**src/rtl/ec_stripe_sequencer.sv**
```systemverilog
// Erasure-code stripe sequencer: pops k data chunks, then for each of m parity rows
// fetches one bitmatrix column, hands it to the engine, strobes a compute and pushes a result.
module ec_stripe_sequencer #(
  parameter int W             = 8,
  parameter int K_MAX         = 8,
  parameter int M_MAX         = 4,
  parameter int BM_MEM_ADDR_W = 8,
  parameter int STRIPE_CNT_W  = 16,
  localparam int BM_COL_W     = W * W * K_MAX,
  localparam int KW           = $clog2(K_MAX + 1),
  localparam int MW           = $clog2(M_MAX + 1)
) (
  input  logic                     clk,
  input  logic                     rst,
  input  logic                     start,
  input  logic                     abort,
  input  logic [KW-1:0]            cfg_k,
  input  logic [MW-1:0]            cfg_m,
  input  logic [STRIPE_CNT_W-1:0]  cfg_stripes,
  input  logic [BM_MEM_ADDR_W-1:0] cfg_bm_base,
  output logic                     busy,
  output logic                     done,
  output logic                     cfg_err,
  output logic [STRIPE_CNT_W-1:0]  stripe_cnt,
  output logic                     bm_rd_req,
  output logic [BM_MEM_ADDR_W-1:0] bm_rd_addr,
  input  logic [BM_COL_W-1:0]      bm_rd_data,
  input  logic                     bm_rd_data_val,
  output logic [BM_COL_W-1:0]      col_data,
  output logic                     col_val,
  input  logic                     col_rdy,
  output logic                     eng_rst,
  output logic                     eng_calc_en,
  input  logic                     eng_empty,
  input  logic                     inbuff_empty,
  output logic                     inbuff_rd_en,
  input  logic                     outbuff_full,
  output logic                     outbuff_wr_en
);

  typedef enum logic [3:0] {
    IDLE, ENG_RST, READ, FETCH, WAIT_BM, PRESENT, CALC, WRITE, DRAIN, DONE
  } state_t;

  localparam logic [KW-1:0] K_MAX_C = KW'(K_MAX);
  localparam logic [MW-1:0] M_MAX_C = MW'(M_MAX);

  state_t                   r_state;
  state_t                   w_next_state;
  logic                     r_eng_rst_2nd;
  logic                     r_abort_rst;
  logic                     r_cfg_err;
  logic [KW-1:0]            r_k;
  logic [MW-1:0]            r_m;
  logic [STRIPE_CNT_W-1:0]  r_stripes;
  logic [BM_MEM_ADDR_W-1:0] r_base;
  logic [STRIPE_CNT_W-1:0]  r_stripe_cnt;
  logic [KW-1:0]            r_pop_cnt;
  logic [MW-1:0]            r_row;
  logic [BM_COL_W-1:0]      r_col_data;

  logic                     w_cfg_valid;
  logic                     w_cfg_bad;
  logic                     w_pop;
  logic                     w_push;
  logic                     w_rd_req;
  logic                     w_calc;
  logic                     w_col_val;
  logic                     w_last_pop;
  logic                     w_last_row;
  logic [STRIPE_CNT_W-1:0]  w_stripe_inc;

  assign w_cfg_valid  = (cfg_k != '0) && (cfg_k <= K_MAX_C) &&
                        (cfg_m != '0) && (cfg_m <= M_MAX_C) &&
                        (cfg_stripes != '0);
  assign w_last_pop   = (r_pop_cnt == r_k - 1'b1);
  assign w_last_row   = (r_row == r_m - 1'b1);
  assign w_stripe_inc = r_stripe_cnt + 1'b1;

  // NOTE: every signal written here gets a default before the case so no latch is inferred.
  always_comb begin
    w_next_state = r_state;
    w_cfg_bad    = 1'b0;
    w_pop        = 1'b0;
    w_push       = 1'b0;
    w_rd_req     = 1'b0;
    w_calc       = 1'b0;
    w_col_val    = 1'b0;
    case (r_state)
      IDLE: begin
        if (start && !abort) begin
          if (w_cfg_valid) w_next_state = ENG_RST;
          else             w_cfg_bad    = 1'b1;
        end
      end
      ENG_RST: if (r_eng_rst_2nd) w_next_state = READ;
      READ: begin
        w_pop = !inbuff_empty;
        if (w_pop && w_last_pop) w_next_state = FETCH;
      end
      FETCH: begin
        w_rd_req     = 1'b1;
        w_next_state = WAIT_BM;
      end
      WAIT_BM: if (bm_rd_data_val) w_next_state = PRESENT;
      PRESENT: begin
        w_col_val = 1'b1;
        if (col_rdy) w_next_state = CALC;
      end
      CALC: begin
        w_calc       = 1'b1;
        w_next_state = WRITE;
      end
      WRITE: begin
        w_push = !outbuff_full;
        if (w_push) begin
          if (!w_last_row)                  w_next_state = FETCH;
          else if (w_stripe_inc < r_stripes) w_next_state = READ;
          else                              w_next_state = DRAIN;
        end
      end
      DRAIN:   if (eng_empty) w_next_state = DONE;
      DONE:    w_next_state = IDLE;
      default: w_next_state = IDLE;
    endcase

    // An abort cycle must leave no side effects on the buffers, memory or engine.
    if (abort && (r_state != IDLE)) begin
      w_next_state = IDLE;
      w_pop        = 1'b0;
      w_push       = 1'b0;
      w_rd_req     = 1'b0;
      w_calc       = 1'b0;
      w_col_val    = 1'b0;
    end
  end

  // NOTE: sequential state uses non-blocking assignments so all registers update together.
  always_ff @(posedge clk) begin
    if (rst) begin
      r_state       <= IDLE;
      r_eng_rst_2nd <= 1'b0;
      r_abort_rst   <= 1'b0;
      r_cfg_err     <= 1'b0;
      r_k           <= '0;
      r_m           <= '0;
      r_stripes     <= '0;
      r_base        <= '0;
      r_stripe_cnt  <= '0;
      r_pop_cnt     <= '0;
      r_row         <= '0;
      r_col_data    <= '0;
    end else begin
      r_state       <= w_next_state;
      r_eng_rst_2nd <= (r_state == ENG_RST) && (w_next_state == ENG_RST);
      r_abort_rst   <= abort && (r_state != IDLE);
      r_cfg_err     <= w_cfg_bad;

      if ((r_state == IDLE) && (w_next_state == ENG_RST)) begin
        r_k          <= cfg_k;
        r_m          <= cfg_m;
        r_stripes    <= cfg_stripes;
        r_base       <= cfg_bm_base;
        r_stripe_cnt <= '0;
        r_pop_cnt    <= '0;
        r_row        <= '0;
      end

      if (w_pop) begin
        r_pop_cnt <= w_last_pop ? '0 : r_pop_cnt + 1'b1;
        if (w_last_pop) r_row <= '0;
      end

      if ((r_state == WAIT_BM) && (w_next_state == PRESENT)) r_col_data <= bm_rd_data;

      if (w_push) begin
        if (w_last_row) begin
          r_row        <= '0;
          r_stripe_cnt <= w_stripe_inc;
        end else begin
          r_row <= r_row + 1'b1;
        end
      end
    end
  end

  assign busy          = (r_state != IDLE);
  assign done          = (r_state == DONE);
  assign cfg_err       = r_cfg_err;
  assign stripe_cnt    = r_stripe_cnt;
  assign bm_rd_req     = w_rd_req;
  assign bm_rd_addr    = r_base + BM_MEM_ADDR_W'(r_row);
  assign col_data      = r_col_data;
  assign col_val       = w_col_val;
  assign eng_rst       = rst || (r_state == ENG_RST) || r_abort_rst;
  assign eng_calc_en   = w_calc;
  assign inbuff_rd_en  = w_pop;
  assign outbuff_wr_en = w_push;

endmodule

```
**config.mk**
```make
export PLATFORM = sky130hd
export DESIGN_NAME = ec_stripe_sequencer
export DESIGN_NICKNAME = d
export VERILOG_FILES = /design/src/rtl/ec_stripe_sequencer.sv
export SDC_FILE = /design/constraint.sdc
export NUM_CORES = 1
export LEC_CHECK = 0
export ABC_AREA = 1
export CAP_MARGIN = 20
export CELL_PAD_IN_SITES_DETAIL_PLACEMENT = 0
export CELL_PAD_IN_SITES_GLOBAL_PLACEMENT = 1
export CORE_AREA = 2 2 429 431
export CTS_CLUSTER_SIZE = 25
export DETAILED_ROUTE_END_ITERATION = 8
export DIE_AREA = 0 0 431 433
export MAX_ROUTING_LAYER = met4
export PLACE_DENSITY_LB_ADDON = 0.1
export SYNTH_ARGS = -nofsm -noshare
export SYNTH_HDL_FRONTEND = slang
export SYNTH_SLANG_ARGS = --single-unit
```
**constraint.sdc**
```tcl
create_clock -name clk -period 5.8 [get_ports clk]
set_input_delay 1.45 -clock clk [delete_from_list [all_inputs] [get_ports clk]]
set_output_delay 1.45 -clock clk [all_outputs]
set_load 0.01 [all_outputs]
```
==> qor.yml <==
synthFlopType: "dfxtp_1"
areaGrowthSynthToFinish_pct: 61.1
drtPass1Iterations: 4
clock-sinks: 573
via_count: 27900
fin_skew_ns: 0.0210
endpoint: "outbuff_wr_en"
grt_pass1_wl_um: 216000
grt_max_degree: 162
post_cts_buffers: 0
grt_pass1_vias: 27300
crit_type: "in -> out"
detail_route.wl_per_cell_um: 21.6
synth.avg_cell_area_um2: 6.74
cpPeakStageDelay_ns: 0.62
chipWidth_um: 431
synthTopCellsByCount: "nor2_1 (1,062), nand2_1 (631), inv_1 (586)"
p_leak_nw: 17.2
rows: 157
core_um2: 182000
clk_path_buf_depth: 3
fin_setup_tns_ns: 0
synthesis.nets: 4445
worst-r2r-cell-count: 18
yosysTopAreaCellShare_pct: 44.0
drive_gt1_share_pct: 3.72
relSlewSlack_pct: 25.2
placed_area_um2: 39200
yosysMostFrequentCell: "nor2_1"
cp_slowest_cell: "clkdlybuf4s50_1"
async_reset_ff_share_pct: 0
critPathLaunch: "abort"
worst_setup_path_end_kind: "primary output"
synth_edf_count: 0
tightest_slew_ns: 1.12
drv.max_cap_violation_count: 0
die_h_um: 433
cts_resized: 0
r2r-end: "col_data[68]$_SDFFE_PP0P_"
worstPathMaxFanout: 6
power_density_nw_per_um2: 240
yosys-top-cells-area: "dfxtp_1 (44%), nor2_1 (15%), nand4_1 (12%)"
avgViaCountPerCell: 3.84
finalSetupViolCount: 0
cts_hold_buffers: 0
gp_congestion: 0.805
yosysSeqAreaShare_pct: 44.0
hp-class: "reg -> reg"
rsz0062_at_grt: "no"
dpl.hpwl_um: 113000
ant_nets: 0
fin_crit_ns: 4.68
drc_errors: 0
design_area_um2: 42000
cp_common_cell: "clkdlybuf4s50_1"
cts.clk_slew.worst_paths_ns: 0.06
fin_hold_ws_ns: 0.455
cp.required_ns: 4.35
ys_seq_elements: 573
critPathLaunchType: "input pin"
synth_cells: 3869
antenna_found_initial: 49
ioPinCount: 1097
cts_made_buffers: 86
max_freq_mhz: 214
hold_viol_final: 0
worst-r2r-setup-slack_ns: 1.24
r2r-start: "stripe_cnt[0]$_SDFF_PP0_"
initial_core_util_pct: 14.3
arrival_ns: 3.23
cts_max_level: 3
clock_latency_ns: 0.70
status: "finished clean"
grt-ovfl-total: 0
path_cells: "clkdlybuf4s50_1 > nand2_1 > inv_1 > nor3_1 > clkdlybuf4s50_1"
io_buffers: 1096
totalPowerFinal_w: 0.0101
grt_use_total_pct: 16.6
netlist_area_um2: 26100
slew_violations: 0
drt-initial-drc-count: 1383
synthDistinctLibCells: 30
yosys_warnings: 0
fillers: 20600
ir_worst_vdd_mv: 0.164
tritoncts: "done"
fin_nets: 5376
dieArea_um2: 187000
min_period_over_period_pct: 80.7
totalWireLength_um: 157000
yosys.area.top_type: "dfxtp_1"
cts-root-buf: "clkbuf_16"
-- sequential cells by signal, indices dropped and copies added, names as in the netlist --
register and count:
r_k 4, r_base 8, col_data 512, r_row 3, r_stripes 16, stripe_cnt 16, r_abort_rst 1, r_state 4
cfg_err 1, r_eng_rst_2nd 1, r_m 3, r_pop_cnt 4
-- area by class of cell --
| class | instances | area, µm² | share of cell area [%] |
|---|---|---|---|
| clock inverter | 12 | 68.8 | 0.164 |
| inverter | 590 | 2220 | 5.29 |
| tap | 2385 | 2980 | 7.11 |
| clock buffer | 140 | 2660 | 6.34 |
| multi-input combinational | 2411 | 11000 | 26.1 |
| antenna | 27 | 67.6 | 0.161 |
| timing repair buffer | 1138 | 11500 | 27.5 |
| sequential | 573 | 11500 | 27.3 |
-- worst max-delay path, delay by kind of cell --
family                 cells  cell delay [ns]
buffers and inverters      3             1.23
AND/OR/NAND/NOR            2             0.55
-- cell usage in the layout (no fill, tap or decap), types with 8 or more instances in the layout --
cell	n
a21oi_1	64
buf_12	20
buf_4	22
clkbuf_1	27
clkbuf_16	89
clkbuf_8	24
clkdlybuf4s50_1	1096
clkinv_2	9
dfxtp_1	573
diode_2	27
ha_1	23
inv_1	586
nand2_1	631
nand3_1	11
nand4_1	520
nor2_1	1062
nor3_1	11
o21ai_0	40
xnor2_1	8
xor2_1	18
-- worst min path at each step --
stage | slack, ns | from | cells after the start | to
global route | 0.47 | r_base[2]$_SDFFE_PP0P_ | 2 | r_base[2]$_SDFFE_PP0P_
global placement | 0.44 | r_base[2]$_SDFFE_PP0P_ | 2 | r_base[2]$_SDFFE_PP0P_
detailed placement | 0.44 | r_base[2]$_SDFFE_PP0P_ | 2 | r_base[2]$_SDFFE_PP0P_
finish | 0.46 | r_base[2]$_SDFFE_PP0P_ | 2 | r_base[2]$_SDFFE_PP0P_
CTS | 0.46 | r_base[2]$_SDFFE_PP0P_ | 2 | r_base[2]$_SDFFE_PP0P_
floorplan | 0.42 | r_stripes[0]$_SDFFE_PP0P_ | 2 | r_stripes[0]$_SDFFE_PP0P_
-- power breakdown --
| part | total, W | internal [W] | switching, W | leakage [nW] |
|---|---|---|---|---|
| clock | 0.00526 | 0.00310 | 0.00216 | 1.34 |
| combinational | 0.000853 | 0.000437 | 0.000417 | 11.2 |
| sequential | 0.00395 | 0.00395 | 0.00000467 | 4.61 |
-- logic make-up after synthesis --
| family | count (synthesis) | share of synthesized area, % |
|---|---|---|
| AO/OA/AOI/OAI | 111 | 2.18 |
| XOR/XNOR | 26 | 0.874 |
| adder cells (fa/ha/maj) | 24 | 1.18 |
| buffers and inverters | 885 | 14.0 |
| flip-flops | 573 | 44.0 |
| AND/OR/NAND/NOR | 2250 | 37.7 |
-- per-layer routing --
layer  vias to the layer above  GRT usage, %  routed length (µm)
li1                      14000             -                   -
met1                     13000          19.0               64700
met2                       721          27.9               77900
met3                       201          4.59               10400
met4                         0          5.13                3980
met5                         -             -                   0
-- through the flow --
| stage | std cells | setup slack (ns) | util, % |
|---|---|---|---|
| after global routing | 7269 | 0.646 | 23.0 |
| after floorplan | 3869 | 2.34 | - |
| after CTS | 7249 | 1.07 | 23.0 |
| final | 7276 | 1.12 | 23.0 |
| after detailed placement | 7097 | 1.08 | 21.5 |
| after global placement | 7097 | 1.12 | 21.5 |
Note: power is estimated with default switching activity, not from simulation.
